`config.mk`:
```
export PLATFORM = sky130hd
export DESIGN_NAME = mul_div_unit
export DESIGN_NICKNAME = d
export VERILOG_FILES = /design/src/rtl/mul_div_unit.sv
export SDC_FILE = /design/constraint.sdc
export NUM_CORES = 1
export LEC_CHECK = 0
export ABC_AREA = 1
export ABC_CLOCK_PERIOD_IN_PS = 12500
export BUFFER_PORTS_ARGS = -buffer_cell sky130_fd_sc_hd__buf_2
export CAP_MARGIN = 20
export CORE_MARGIN = 4
export CORE_UTILIZATION = 50
export DETAILED_ROUTE_END_ITERATION = 16
export PLACE_DENSITY_LB_ADDON = 0.15
export SLEW_MARGIN = 20
export SYNTH_ARGS = -nofsm -noshare
export SYNTH_HDL_FRONTEND = slang
export SYNTH_SLANG_ARGS = --single-unit
```
`constraint.sdc`:
```
create_clock -name Clk -period 12.5 [get_ports Clk]
set_clock_uncertainty 0.2 [all_clocks]
set_input_delay 2.5 -clock Clk [delete_from_list [all_inputs] [get_ports Clk]]
set_output_delay 2.5 -clock Clk [all_outputs]
set_load 0.005 [all_outputs]
```
`src/rtl/mul_div_unit.sv`:
```
// mul_div_unit: multi-cycle radix-2 multiply/divide unit with Start/Busy/Done handshake
module mul_div_unit #(
  parameter int WIDTH = 32
) (
  input  logic             Clk,
  input  logic             Reset,
  input  logic             Start,
  input  logic [1:0]       Op,
  input  logic [WIDTH-1:0] A,
  input  logic [WIDTH-1:0] B,
  output logic [WIDTH-1:0] Result_Hi,
  output logic [WIDTH-1:0] Result_Lo,
  output logic             Busy,
  output logic             Done
);
  localparam int CW = $clog2(WIDTH);
  typedef enum logic [2:0] {IDLE, PREP, CALC, FIX, FINISH} state_t;
  state_t state;
  logic [CW-1:0] cnt;
  logic [1:0] op_r;
  logic [WIDTH-1:0] a_raw, b_raw, m, hi, lo;
  logic sa, sb, is_div;
  logic [WIDTH-1:0] a_mag, b_mag, quo, rem, fix_hi, fix_lo;
  logic [WIDTH:0] sum, sh, diff;
  logic [2*WIDTH-1:0] step, prod;
  always_comb begin
    is_div = op_r[1];
    sa = op_r[0] & a_raw[WIDTH-1];
    sb = op_r[0] & b_raw[WIDTH-1];
    a_mag = sa ? -a_raw : a_raw;
    b_mag = sb ? -b_raw : b_raw;
    sum = {1'b0, hi} + (lo[0] ? {1'b0, m} : '0);
    sh = {hi, lo[WIDTH-1]};
    diff = sh - {1'b0, m};
    // restoring divide: keep the shifted remainder when the subtract borrows
    step = is_div ? (diff[WIDTH] ? {sh[WIDTH-1:0], lo[WIDTH-2:0], 1'b0}
                                 : {diff[WIDTH-1:0], lo[WIDTH-2:0], 1'b1})
                  : {sum, lo[WIDTH-1:1]};
    prod = (sa ^ sb) ? -{hi, lo} : {hi, lo};
    quo = (sa ^ sb) ? -lo : lo;
    rem = sa ? -hi : hi;
    fix_hi = !is_div ? prod[2*WIDTH-1:WIDTH] : (b_raw == '0) ? a_raw : rem;
    fix_lo = !is_div ? prod[WIDTH-1:0] : (b_raw == '0) ? '1 : quo;
  end
  always_ff @(posedge Clk) begin
    if (Reset) begin
      state <= IDLE;
      cnt <= '0;
      Result_Hi <= '0;
      Result_Lo <= '0;
      Busy <= 1'b0;
      Done <= 1'b0;
    end else begin
      case (state)
        IDLE: if (Start) begin
          op_r <= Op;
          a_raw <= A;
          b_raw <= B;
          Busy <= 1'b1;
          state <= PREP;
        end
        PREP: begin
          m <= is_div ? b_mag : a_mag;
          hi <= '0;
          lo <= is_div ? a_mag : b_mag;
          cnt <= '0;
          state <= CALC;
        end
        CALC: begin
          {hi, lo} <= step;
          cnt <= cnt + 1'b1;
          if (cnt == CW'(WIDTH - 1)) state <= FIX;
        end
        FIX: begin
          Result_Hi <= fix_hi;
          Result_Lo <= fix_lo;
          Busy <= 1'b0;
          Done <= 1'b1;
          state <= FINISH;
        end
        FINISH: begin
          Done <= 1'b0;
          state <= IDLE;
        end
        default: state <= IDLE;
      endcase
    end
  end
endmodule
```
==> impl_metrics.json <==
{
  "dieArea_um2": 43100,
  "vdd_drop_max_v": 0.000112,
  "core_um2": 39000,
  "syn-cell-area_um2": 19900,
  "die_w_um": 208,
  "fmax_ghz": 0.225,
  "drive_above_1_share": 0.0824,
  "cpMaxStageDelayCell": "buf_4",
  "gp_congestion": 1.04,
  "syn_area_per_cell_um2": 6.39,
  "num-nets-final": 3335,
  "first_pass_iters": 6,
  "grt_max_degree": 203,
  "placed_cells": 3682,
  "leakagePower_nw": 10.8,
  "grt_pass1_wl_um": 121000,
  "cts_resized": 0,
  "ys_seq_elements": 236,
  "crit_fanout": 67,
  "power_density_nw_per_um2": 103,
  "cts.clk_slew.worst_paths_ps": 60,
  "fin_tns_setup_ps": 0,
  "required_ps": 12510,
  "slew_headroom": 0.379,
  "finalHoldViolCount": 0,
  "synth.area.top_cells": "edfxtp_1, nand2_1, inv_1",
  "dp_hpwl_um": 64000,
  "crit_path_start_kind": "input pin",
  "htreeDepth": 1,
  "syn_nets": 3258,
  "clock_path_buffers": 3,
  "slew_viol_final": 0,
  "drtIter0Drc": 2660,
  "critPathArrivalTime_ps": 4460,
  "status": "finished clean",
  "synth.largest_area_cell": "edfxtp_1",
  "track_usage": 0.361,
  "ys_seq_area_frac": 0.319,
  "first_global_vias": 19913,
  "viasPerCell": 5.77,
  "setup_viol": 0,
  "start_util": 0.511,
  "cts-buffers-inserted": 28,
  "instances_no_fill": 3737,
  "cp-end-kind": "flop",
  "rsz0062_at_grt": "false",
  "min_path_type": "reg -> reg",
  "async_flop_share": 0,
  "synth-main-ff-cell": "edfxtp_1",
  "clk_root_buffer_cell": "clkbuf_16",
  "ioPinCount": 135,
  "insertion_delay_ps": 590,
  "drc": 0,
  "die_y_um": 208,
  "ctsHoldBuffers": 0,
  "total_power_mw": 2.26,
  "antenna_found_initial": 5,
  "gr-total-overflow": 0,
  "path_cells": "buf_2 -> inv_2 -> nand2_1 -> nor2_4 -> buf_4",
  "wire_per_inst_um": 21.7,
  "synth-edff-count": 162,
  "ys_warn_count": 0,
  "cts_tree": "built",
  "port_buffers": 134,
  "worstSetupPathType": "in -> reg",
  "layout_common_cells": "nand2_1, inv_1, nor2_1, nand3_1, o21ai_0",
  "max_stage_delay_ps": 640,
  "period_needed_ps": 4450,
  "rows": 72,
  "drv_cap": 0,
  "worstMarginPinSlew_ps": 932,
  "synthDistinctLibCells": 47,
  "layout_commonest_cell": "nand2_1",
  "routed_wl_um": 81100,
  "antenna_left": 0,
  "clock_sinks": 236,
  "period_share": 0.356,
  "syn_to_final_growth_pct": 9.83,
  "syn_inst": 3117,
  "netlist.area_leader.share": 0.244,
  "postCtsSetupBuffers": 0,
  "route.vias.total": 21547
}
==> report_power, final <==
part | total [mW] | switching [mW] | internal, mW
clock | 0.852 | 0.357 | 0.495
sequential | 0.928 | 0.0500 | 0.878
combinational | 0.478 | 0.337 | 0.141
==> cells in the mapped netlist (6+ instances only) <==
master    number
nand2_1      906
ha_1          70
nor2_2        12
buf_1         12
o21ai_1        6
nor2_1       359
nand3_1      310
xnor2_1       12
nand3b_1      16
o211ai_1      17
o22ai_1        6
nor3_1        25
dfxtp_1       74
clkbuf_1      62
buf_2         15
xor2_1        88
inv_1        439
and2_1         6
buf_6          6
a31oi_1       17
nand2_2       13
or2_2         12
a21oi_1      168
nand3_2        6
edfxtp_1     162
nand4_1       45
o21ai_0      201
inv_2          6
==> final cells by class <==
| type | instances | area [um^2] |
|---|---|---|
| flip-flops and latches | 236 | 6350 |
| repair buffers | 147 | 781 |
| inverters | 447 | 1680 |
| well taps | 518 | 648 |
| diodes | 3 | 7.51 |
| clock inverters | 19 | 206 |
| fillers | 3938 | 17100 |
| clock buffers | 33 | 751 |
| multi-input cells | 2334 | 11500 |
==> flip-flops by register name (all words and copies together) (netlist names) <==
name,count
lo,32
cnt,5
Result_Lo,32
Result_Hi,32
Busy,1
Done,1
a_raw,32
hi,32
m,32
b_raw,32
op_r,2
state,3
==> worst max-delay path: cells and delay by family <==
kind / cells / cell delay (ps)
buf+inv: 3 / 1530
simple gates: 2 / 330
==> logic make-up (layout without fill, tap and decap cells) <==
logic type      count (synthesis)  in the layout  synth area share
other cells                     0              3                 0
fa+ha+maj                      72             72            0.0460
simple gates                 1724           1724             0.367
compound gates                438            438             0.117
flops                         236            236             0.319
buf+inv                       547            646             0.107
xor+xnor                      100            100            0.0440
==> per-stage QoR <==
step                utilization  cell area [um^2]  worst slack (ps)  hold slack (ps)
floorplan                     -             19900              6330              236
global placement          0.536             20900              7060              253
detailed placement        0.536             20900              6950              265
CTS                       0.561             21900              7560              275
global route              0.561             21900              7880              292
finish                    0.561             21900              8050              276
==> worst paths after layout <==
kind                                     startpoint                   endpoint  slack [ps]  depth (start not counted)
worst max-delay path                          Reset        b_raw[16]$_DFFE_PP_        8050                          5
worst min-delay path            cnt[4]$_SDFFE_PP0N_        cnt[4]$_SDFFE_PP0N_         280                          2
worst max register to register    op_r[0]$_DFFE_PP_  Result_Hi[4]$_SDFFE_PP0P_        8430                         13
worst min register to register  cnt[4]$_SDFFE_PP0N_        cnt[4]$_SDFFE_PP0N_         280                          2
==> metal layers <==
metal	up-vias	track usage	wire length [um]
li1	10221	-	-
met1	9878	0.466	32100
met2	1180	0.574	35800
met3	264	0.0662	7590
met4	4	0.198	5560
met5	-	0	27
(Power assumes the default switching activity.)
